File: config.mk
export PLATFORM = sky130hd
export DESIGN_NAME = feistel_cipher_core
export DESIGN_NICKNAME = d
export VERILOG_FILES = /design/src/rtl/feistel_cipher_core.sv
export SDC_FILE = /design/constraint.sdc
export NUM_CORES = 1
export LEC_CHECK = 0
export CAP_MARGIN = 10
export CELL_PAD_IN_SITES_DETAIL_PLACEMENT = 0
export CELL_PAD_IN_SITES_GLOBAL_PLACEMENT = 1
export CORE_UTILIZATION = 45
export DETAILED_ROUTE_END_ITERATION = 8
export GPL_ROUTABILITY_DRIVEN = 0
export MAX_ROUTING_LAYER = met4
export PLACE_DENSITY = 0.88
export SYNTH_ARGS = -nofsm -noshare
export SYNTH_HDL_FRONTEND = slang
export SYNTH_SLANG_ARGS = --single-unit
File: constraint.sdc
create_clock -name clk -period 10.25 [get_ports clk]
set_input_delay 1.025 -clock clk [delete_from_list [all_inputs] [get_ports clk]]
set_output_delay 1.025 -clock clk [all_outputs]
set_load 0.05 [all_outputs]
File: src/rtl/feistel_cipher_core.sv
// Iterative Feistel block cipher: one round per clock, runtime encrypt/decrypt,
// valid/ready handshakes on both sides, and an abort that discards the block.
module feistel_cipher_core #(
  parameter int unsigned BLOCK_W = 64,
  parameter int unsigned ROUNDS  = 16,
  parameter int unsigned KEY_ROT = 4
) (
  input  logic               clk,
  input  logic               rst,
  input  logic               in_valid,
  output logic               in_ready,
  input  logic               enc_dec,
  input  logic [BLOCK_W-1:0] key,
  input  logic [BLOCK_W-1:0] data_in,
  output logic               out_valid,
  input  logic               out_ready,
  output logic [BLOCK_W-1:0] data_out,
  output logic               busy,
  input  logic               abort
);

  localparam int unsigned HALF  = BLOCK_W / 2;
  localparam int unsigned CNT_W = $clog2(ROUNDS + 1);

  typedef enum logic [1:0] {
    IDLE = 2'd0,
    RUN  = 2'd1,
    DONE = 2'd2
  } state_t;

  state_t             state;
  logic [CNT_W-1:0]   cnt;
  logic [HALF-1:0]    l;
  logic [HALF-1:0]    r;
  logic [BLOCK_W-1:0] key_q;
  logic               enc_q;

  logic [CNT_W-1:0]   idx;
  int unsigned        amt;
  logic [HALF-1:0]    rk;
  logic [HALF-1:0]    mix;
  logic [HALF-1:0]    f;
  logic [HALF-1:0]    l_nxt;
  logic [HALF-1:0]    r_nxt;
  logic               last;

  // Round datapath: subkey selection (reversed order for decrypt) and one Feistel round
  always_comb begin
    idx   = enc_q ? cnt : CNT_W'(ROUNDS - 1) - cnt;
    amt   = (32'(idx) * KEY_ROT) % BLOCK_W;
    // a zero rotate makes the right shift span the full width and contribute nothing
    rk    = HALF'(key_q << amt) | HALF'(key_q >> (BLOCK_W - amt));
    mix   = r ^ rk;
    f     = {mix[HALF-4:0], mix[HALF-1:HALF-3]} + (r & rk);
    l_nxt = r;
    r_nxt = l ^ f;
    last  = (cnt == CNT_W'(ROUNDS - 1));
  end

  // Control FSM with registered handshake outputs and datapath registers
  always_ff @(posedge clk or posedge rst) begin
    if (rst) begin
      state     <= IDLE;
      in_ready  <= 1'b1;
      out_valid <= 1'b0;
      busy      <= 1'b0;
      data_out  <= '0;
      cnt       <= '0;
      l         <= '0;
      r         <= '0;
      key_q     <= '0;
      enc_q     <= 1'b0;
    end else begin
      case (state)
        IDLE: begin
          if (!abort && in_valid) begin
            enc_q    <= enc_dec;
            key_q    <= key;
            l        <= data_in[BLOCK_W-1:HALF];
            r        <= data_in[HALF-1:0];
            cnt      <= '0;
            in_ready <= 1'b0;
            busy     <= 1'b1;
            state    <= RUN;
          end
        end
        RUN: begin
          if (abort) begin
            in_ready <= 1'b1;
            busy     <= 1'b0;
            state    <= IDLE;
          end else begin
            l   <= l_nxt;
            r   <= r_nxt;
            cnt <= cnt + CNT_W'(1);
            if (last) begin
              // final halves swapped so decrypt reuses the same datapath
              data_out  <= {r_nxt, l_nxt};
              out_valid <= 1'b1;
              state     <= DONE;
            end
          end
        end
        DONE: begin
          if (abort || out_ready) begin
            out_valid <= 1'b0;
            in_ready  <= 1'b1;
            busy      <= 1'b0;
            state     <= IDLE;
          end
        end
        default: begin
          out_valid <= 1'b0;
          in_ready  <= 1'b1;
          busy      <= 1'b0;
          state     <= IDLE;
        end
      endcase
    end
  end

endmodule

# After elaboration in Yosys (flattened, before gate mapping)
# Cells that the tools add are included.
# W data, S select, Z words.
[word_totals]
inputBits = 134
elab_cells = 68
regBits = 203
out_inout_bits = 67
[op_classes]
shift = 2
bitwise_logic = 6
n_eq_ne = 9
mux = 26
n_addsub = 4
n_reduce_logical = 11
[ops]
columns = ["cell", "n"]
rows = [
  ["$mux W32", 4],
  ["$pmux W32 S2", 2],
  ["$shl A64 B6 Y32", 1],
  ["$shr A64 B32 Y32", 1],
  ["$xor A32 B32 Y32", 2],
  ["$add A32 B32 Y32", 1],
  ["$and A32 B32 Y32", 1],
  ["$or A32 B32 Y32", 1],
  ["$reduce_and A3 Y1", 4],
  ["$mux W5", 2],
  ["$ne A2 B2 Y1 const B", 5],
  ["$pmux W5 S2", 1],
  ["$pmux W1 S3", 3],
  ["$mux W1", 8],
  ["$mux W2", 4],
  ["$sub A7 B6 Y8 const A", 1],
  ["$pmux W2 S3", 1],
  ["$add A5 B1 Y5 const B", 1],
  ["$eq A5 B4 Y1 const B", 1],
  ["$mux W4", 1],
  ["$reduce_and A4 Y1", 1],
  ["$sub A4 B4 Y4 const A", 1],
  ["$ne A3 B3 Y1 const B", 1],
  ["$eq A2 B1 Y1 const B", 1],
  ["8 further kinds", 9],
]

# Longest topological paths before layout
# Gate-level depths: netlist (run 1).
[depth]
depth_word = 10
depth_mapped = 20
depth_no_buf = 17

# Least setup slack after synthesis (run 1)
# OpenSTA, ideal clock, no wires.
[synth_path]
path_kind = "reg-to-reg"
start = "register cnt[0]"
end = "register r[22], in the netlist l_nxt[22]"
period_less_slack_ps = 4523
t_required_ps = 10115
stages_incl_launch_ff = 18
path_slack_ps = 5727
t_arrival_ps = 4388
path_buffers = 3
setup_time_ps = 135
path_cell_list = "dfrtp_1 -> ha_1 -> buf_2 -> buf_1 -> buf_1 -> a211oi_1 -> a211oi_1 -> o22ai_1 -> ha_1 -> ha_1 -> fa_1 -> a211o_1 -> a211oi_1 -> or2_2 -> o221ai_1 -> a21boi_0 -> xnor2_1 -> o22ai_1"
[synth_via]
elab_chain_cells = 10
elab_cells_between_ends = 12
classes_between = "add/sub (3); shift (2); mux (3); bitwise (4)"
[synth_lines]
columns = ["element", "line", "source"]
rows = [
  ["start: declaration", "32", "logic [CNT_W-1:0] cnt;"],
  ["start signal: assignment", "95", "cnt <= cnt + CNT_W'(1);"],
  ["$sub A4 B4 Y4", "49", "idx = enc_q ? cnt : CNT_W'(ROUNDS - 1) - cnt;"],
  ["$mux W4 (*)", "49", ""],
  ["$sub A7 B6 Y8", "52", "rk = HALF'(key_q << amt) | HALF'(key_q >> (BLOCK_W - amt));"],
  ["$shr A64 B32 Y32", "52", ""],
  ["$or A32 B32 Y32 (*)", "52", ""],
  ["$xor A32 B32 Y32 or $and A32 B32 Y32 (tied branches)", "53, 54", ""],
  ["$add A32 B32 Y32 (*)", "54", "f = {mix[HALF-4:0], mix[HALF-1:HALF-3]} + (r & rk);"],
  ["$xor A32 B32 Y32 (*)", "56", "r_nxt = l ^ f;"],
  ["$mux W32 (*)", "88", "if (abort) begin"],
  ["$pmux W32 S2 (*)", "74", "case (state)"],
  ["end signal: assignment", "80", "r <= data_in[HALF-1:0];"],
  ["end signal: assignment", "94", "r <= r_nxt;"],
  ["end: declaration", "34", "logic [HALF-1:0] r;"],
]
# Every way passes the cells marked *; elsewhere a longest branch is shown, timed or not. The select of a mux whose other input is x is not followed.
# A chain may end at the register's enable or synchronous reset.

# Worst setup path in the final report (run 1)
[layout_path]
start = "register enc_q"
end = "register r[22], in the netlist l_nxt[22]"
[layout_via]
elab_chain_cells = 9
elab_cells_between_ends = 11
classes_between = "add/sub (2); shift (2); mux (3); bitwise (4)"
[layout_lines]
columns = ["element", "line", "source"]
rows = [
  ["start: declaration", "36", "logic enc_q;"],
  ["start signal: assignment", "77", "enc_q <= enc_dec;"],
  ["$mux W4 (*)", "49", ""],
  ["$sub A7 B6 Y8", "52", ""],
  ["$shr A64 B32 Y32", "52", ""],
  ["$or A32 B32 Y32 (*)", "52", ""],
  ["$xor A32 B32 Y32 or $and A32 B32 Y32 (tied branches)", "53, 54", ""],
  ["$add A32 B32 Y32 (*)", "54", ""],
  ["$xor A32 B32 Y32 (*)", "56", ""],
  ["$mux W32 (*)", "88", ""],
  ["$pmux W32 S2 (*)", "74", ""],
]
# Marked as above.

==> results.yml, run 1 <==
timing:
  period_needed_ns: 6.10
  fin_ws_ns: 4.15
  finalSetupTns_ns: 0
  worst_pin_slew_ns: 1.19
  final_hold_viol_count: 0
  grt_setup_unrepaired: "false"
  setup_violations: 0
  slew_headroom_pct: 20.4
  fin_skew_ns: 0.0295
  slew_viol_final: 0
  post-route-period-util_pct: 59.5
  fmax_mhz: 164
routing:
  avgRoutedWirePerCell_um: 20.2
  drt_iter0_drc: 1265
  drc: 0
  dr.pass1.iters: 6
  routed_wl_um: 43200
  drt-vias-per-instance: 5.91
  ant_nets: 0
  vias: 12629
power_and_ir_drop:
  peakVddDrop_mv: 0.174
  combPwrFrac_pct: 66.1
  p_per_area_nw_per_um2: 355
  power_frac_seq_pct: 20.1
  p_int_mw: 2.98
  power.share.switching_pct: 49.7
  p_switching_mw: 2.94
  power_mw: 5.93
  p_leak_nw: 7.49
  clkPwrFrac_pct: 13.8
die:
  core_area_um2: 29900
  rows: 63
  dieHeight_um: 177
  start_util_pct: 46.0
  die-area_um2: 31200
  die_x_um: 177
  io_pins: 201
finish:
  final_layout_size_suffix_gt1_share_pct: 6.69
  fillers: 2699
  final_cell_area_um2: 16700
  layout.nets: 1933
  diodes: 0
  area_growth_pct: 21.5
yosys:
  syn_area_um2: 13700
  synth-simple-area-share_pct: 16.9
  syn_area_per_cell_um2: 8.59
  synth_cell_type_count: 67
  synth_flop_cell: "dfrtp_1"
  yosysSeqAreaShare_pct: 37.0
  ys_warn_count: 0
  synthMuxAreaShare_pct: 13.7
  synth-compound-area-share_pct: 17.6
  synth-xor-area-share_pct: 4.86
  synth_top_family_by_area: "compound AO/OA/AOI/OAI gates"
  netlist_instances: 1599
  synthAdderAreaFrac_pct: 6.14
  async_flop_share_pct: 100
  ys_seq_elements: 203
  synth_edf_count: 0
  synth_nets: 1799
clock_network:
  cts_max_level: 1
  cts_buffer_depth: 3
  clk_latency_ns: 0.54
  cts_buffers: 24
  post-cts-setup-buffers: 0
  hold_buffers: 0
  cts_resized: 0
  clkSinkCount: 203
  tritoncts: "built"
  cts.clk_slew.worst_paths_ns: 0.06
  cts.root.buffer_cell: "clkbuf_16"
global_routing:
  grt_max_degree: 129
  gr-usage-all-layers_pct: 28.4
  antenna_found_initial: 0
  grt_pass1_vias: 12185
  grt.overflow.total: 0
  grt_pass1_wl_um: 67400
placed_design:
  dpl_cell_area_um2: 16000
  numPortBuffers: 200
  dpl.hpwl_um: 31900
  dp_slack_ns: 4.34
worst_setup_path:
  crit_path_end_kind: "flop"
  worstSetupStartpointType: "flop"
  crit_type: "reg2reg"
  worstPathMaxFanout: 18
  arrival_ns: 6.45
  critical_path_required_ns: 10.59
worst_hold_path:
  hold_path.class: "reg2reg"
flow_run:
  maxCapViolCount: 0
outcome:
  status: "complete, no violations"
-- cells in the mapped netlist (8+ instances only) --
library cell,instances,share of area (%)
a21oi_1,95,3.5
dfrtp_1,202,37
ha_1,65,5.9
o21ai_0,110,4.0
a31oi_1,40,1.8
nor2b_1,12,0.55
o21bai_1,8,0.44
xnor2_1,55,3.5
a221oi_1,19,1.2
o211ai_1,12,0.66
a211oi_1,32,1.7
xor2_1,15,0.96
buf_2,22,0.80
clkbuf_1,71,1.9
mux2_2,39,3.2
mux2i_1,131,9.5
nand3_1,23,0.84
inv_1,14,0.38
o22ai_1,11,0.50
and2_1,9,0.41
nand2_1,402,11
nor3_1,12,0.44
buf_1,9,0.25
nor2_1,83,2.3
-- layout by cell type, fill, tap and decap left out, types with 39 or more instances in the layout --
cell and n:
clkdlybuf4s50_1 200, a31oi_1 40, xnor2_1 53, a21oi_1 95, nor2_1 82, mux2i_1 131
o21ai_0 110, mux2_2 39, nand2_1 400, ha_1 64, dfrtp_1 202
-- registers in the layout, indices dropped and copies added, names as in the netlist --
name / count
out_valid: 1
enc_q: 1
busy: 1
cnt: 5
l: 32
data_out: 64
l_nxt: 32
key_q: 64
state: 2
in_ready: 1
-- final cells by class --
type / count / area, um2 / area share (%)
clock buffers: 35 / 683 / 4.09
clock inverters: 6 / 63.8 / 0.382
inverters: 14 / 60.1 / 0.360
multi-input cells: 1273 / 8190 / 49.1
flip-flops and latches: 203 / 5080 / 30.4
well taps: 390 / 488 / 2.92
repair buffers: 217 / 2130 / 12.8
-- path summary, 6_finish.rpt --
kind                                               start                       end  slack, ns  cells after the start
worst max-delay path                   enc_q$_DFFE_PP0P_     l_nxt[22]$_DFFE_PP0P_       4.15                     18
worst min-delay path            data_out[47]$_DFFE_PP0P_  data_out[47]$_DFFE_PP0P_       0.48                      2
worst max register to register         enc_q$_DFFE_PP0P_     l_nxt[22]$_DFFE_PP0P_       4.15                     18
worst min register to register  data_out[47]$_DFFE_PP0P_  data_out[47]$_DFFE_PP0P_       0.48                      2
max in group asynchronous                            rst     key_q[60]$_DFFE_PP0P_       7.70                      3
min in group asynchronous                            rst   data_out[5]$_DFFE_PP0P_       1.03                      2
-- power by group through the flow --
stage          sequential [mW]  combinational [mW]  clock (mW)
2_1_floorplan             1.09                2.91           0
3_3_place_gp              1.19                3.79           0
3_5_place_dp              1.19                3.83           0
4_1_cts                   1.18                3.85       0.833
5_1_grt                   1.21                4.26       0.865
6_report                  1.19                3.92       0.819
-- logic make-up (layout without fill, tap and decap cells) --
family          count (synthesis)  count (layout)
mux                           176             176
simple gates                  570             570
xor+xnor                       72              72
compound gates                388             388
buf+inv                       123             272
flops                         203             203
fa+ha+maj                      67              67
-- metal layers --
metal	GRT usage, %	vias to the layer above	wire, um
met5	-	-	0
met2	43.1	586	19400
li1	-	5917	-
met4	9.59	0	1540
met3	4.12	93	3170
met1	38.7	6033	19200
-- worst max-delay path: stages (launching register included) --
cell and delay (ns):
dfrtp_1 0.78, nor2b_1 0.95, nand2b_1 0.21, o31ai_1 0.27
buf_4 0.26, or2_2 0.22, nor3_2 0.08, a21oi_1 0.21
o22ai_1 0.10, ha_1 0.32, ha_1 0.25, fa_1 0.43
a211o_1 0.33, a211oi_1 0.31, or2_2 0.24, o221ai_1 0.33
a21boi_0 0.34, xnor2_1 0.17, o22ai_1 0.11
-- through the flow --
stage,std cells,util [%],hold slack [ns]
finish,2138,55.9,0.478
global route,2138,55.9,0.509
CTS,2138,55.9,0.482
detailed placement,2097,53.4,0.470
global placement,2097,53.4,0.462
floorplan,1599,-,0.466
Note: power is estimated with default switching activity, not from simulation.
==> run 2, diff against run 1 <==
--- a/config.mk
+++ b/config.mk
@@ -8,11 +8,11 @@
 export CAP_MARGIN = 10
 export CELL_PAD_IN_SITES_DETAIL_PLACEMENT = 0
 export CELL_PAD_IN_SITES_GLOBAL_PLACEMENT = 1
-export CORE_UTILIZATION = 45
+export CORE_UTILIZATION = 42
 export DETAILED_ROUTE_END_ITERATION = 8
 export GPL_ROUTABILITY_DRIVEN = 0
 export MAX_ROUTING_LAYER = met4
-export PLACE_DENSITY = 0.88
+export PLACE_DENSITY = 0.83
 export SYNTH_ARGS = -nofsm -noshare
 export SYNTH_HDL_FRONTEND = slang
 export SYNTH_SLANG_ARGS = --single-unit
==> constraint.sdc (replaced) <==
create_clock -name clk -period 6 [get_ports clk]
set_input_delay 0.6 -clock clk [delete_from_list [all_inputs] [get_ports clk]]
set_output_delay 0.6 -clock clk [all_outputs]
set_load 0.05 [all_outputs]
==> run 2 against run 1 <==
Against the previous run:
- utilization down 2.8 points
- critical path type unchanged
- die area increased by 7.1%
- sequential share of layout area is 0.40 points lower
- final area up 1.3%
- highest routed layer unchanged
- maximum frequency grew 15%
- largest cell class unchanged
- critical path depth shrank 4
- first-iteration DRC count rose by 5.7%
- critical endpoint is now data_out[58]$_DFFE_PP0P_
- via count is 0.28% lower
==> results.yml, run 2 (synthesized netlist as in run 1, its figures left out) <==
outcome:
  status: "complete, no violations"
worst_setup_path:
  critical_path_required_ns: 6.37
  rr_worst_depth: 14
  arrival_ns: 5.69
  crit_path_end_kind: "flop"
  critical_path_buf_inv_count: 0
  r2r_start: "cnt[0]$_DFFE_PP0P_"
  worstPathCellList: "ha_4 > nor2b_1 > a211oi_1 > a211oi_1 > o22ai_1 > ha_1 > fa_1 > a211o_1 > a211oi_1 > or2_2 > o221ai_1 > a31oi_1 > xnor2_1 > o21ai_0"
  path_delay_family: "compound AO/OA/AOI/OAI gates"
  worstPathMaxFanout: 79
  cpPeakStageDelay_ns: 1.07
  worstSetupStartpointType: "flop"
  r2r_end: "data_out[58]$_DFFE_PP0P_"
  slowest_stage: "ha_4"
  cpMostUsedCell: "a211oi_1"
  crit_type: "reg2reg"
  r2r_slack_ns: 0.68
global_routing:
  grt.overflow.total: 0
  gr-usage-all-layers_pct: 27.3
  grt_pass1_vias: 12064
  grt_max_degree: 121
  grt_pass1_wl_um: 69800
  antenna_found_initial: 1
die:
  rows: 65
  core_area_um2: 31900
  dieHeight_um: 183
  start_util_pct: 43.1
  die-area_um2: 33400
  io_pins: 201
  die_x_um: 183
clock_network:
  cts_resized: 0
  cts.clk_slew.worst_paths_ns: 0.07
  post-cts-setup-buffers: 0
  hold_buffers: 0
  tritoncts: "built"
  cts_max_level: 1
  clkSinkCount: 203
  cts_buffers: 24
  cts_buffer_depth: 3
  clk_latency_ns: 0.54
  cts.root.buffer_cell: "clkbuf_16"
power_and_ir_drop:
  p_per_area_nw_per_um2: 610
  peakVddDrop_mv: 0.367
  p_leak_nw: 7.57
timing:
  fmax_mhz: 188
  grt_setup_unrepaired: "false"
  slew_viol_final: 0
  worst_pin_slew_ns: 1.07
  hold_ws_ns: 0.399
  fin_skew_ns: 0.0168
  post-route-period-util_pct: 88.7
  finalSetupTns_ns: 0
  final_hold_viol_count: 0
  slew_headroom_pct: 28.5
  setup_violations: 0
  period_needed_ns: 5.32
finish:
  area_growth_pct: 23.1
  final_layout_size_suffix_gt1_share_pct: 7.67
  reg_top3: "data_out (64), key_q (64)"
  fin_cells: 2197
  final_common_cell: "nand2_1"
  fillers: 2997
  most-common-layout-cells: "nand2_1, dfrtp_1, clkdlybuf4s50_1, mux2i_1, o21ai_0"
  layout.nets: 1943
placed_design:
  numPortBuffers: 200
  placedCellCount: 2152
  dpl.hpwl_um: 33200
routing:
  ant_nets: 0
  drt-vias-per-instance: 5.73
  avgRoutedWirePerCell_um: 20.1
  vias: 12594
  dr.pass1.iters: 6
  drt_iter0_drc: 1337
  routed_wl_um: 44200
  drc: 0
flow_run:
  maxCapViolCount: 0
worst_hold_path:
  hold_path.class: "in2async"
-- run 2: layer usage --
| layer | track usage [%] | wire length (um) | vias to the layer above |
|---|---|---|---|
| met1 | 37.7 | 19700 | 6026 |
| li1 | - | - | 5951 |
| met4 | 8.87 | 1500 | 0 |
| met5 | - | 0 | - |
| met2 | 41.0 | 19800 | 535 |
| met3 | 3.99 | 3220 | 82 |
-- run 2: cell type report --
cell class | instances | area [um2] | area share [%]
multi-input cells | 1273 | 8200 | 48.4
flip-flops and latches | 203 | 5080 | 30.0
repair buffers | 227 | 2230 | 13.2
clock buffers | 33 | 706 | 4.17
well taps | 435 | 544 | 3.22
clock inverters | 11 | 105 | 0.621
inverters | 14 | 56.3 | 0.333
diodes | 1 | 2.50 | 0.0148
-- run 2: per-stage QoR --
step	total power [mW]	worst slack, ns	area [um2]	util, %
final	10.3	0.676	16900	53.1
after global routing	11.0	0.336	16900	53.1
after CTS	10.2	0.718	16900	53.1
after detailed placement	8.68	0.729	16100	50.5
after global placement	8.62	0.882	16100	50.5
after floorplan	6.83	1.48	13700	-
-- run 2: how the worst max path moves through the flow --
| stage | startpoint | cells after the start | slack (ns) | endpoint |
|---|---|---|---|---|
| 3_5_place_dp | cnt[0]$_DFFE_PP0P_ | 16 | 0.73 | data_out[55]$_DFFE_PP0P_ |
| 4_1_cts | cnt[0]$_DFFE_PP0P_ | 16 | 0.72 | data_out[55]$_DFFE_PP0P_ |
| 5_1_grt | cnt[0]$_DFFE_PP0P_ | 15 | 0.34 | data_out[62]$_DFFE_PP0P_ |
| 2_1_floorplan | cnt[0]$_DFFE_PP0P_ | 17 | 1.48 | l_nxt[22]$_DFFE_PP0P_ |
| 6_report | cnt[0]$_DFFE_PP0P_ | 14 | 0.68 | data_out[58]$_DFFE_PP0P_ |
| 3_3_place_gp | cnt[0]$_DFFE_PP0P_ | 16 | 0.88 | data_out[55]$_DFFE_PP0P_ |
-- run 2: worst reg2reg max path: cells and delay by family, from the launching register on --
family                     cells  cell delay [ns]
AOI/OAI and AO/OA              8             2.05
and+or+nand+nor                2             0.41
adders and majority gates      3             1.90
DFF                            1             0.63
xor gates and xnor gates       1             0.17
-- run 2: power breakdown --
part           leakage [nW]  switching [mW]  internal (mW)
logic                  4.61            4.14           2.67
registers              2.58           0.396           1.63
clock network         0.387           0.610          0.872
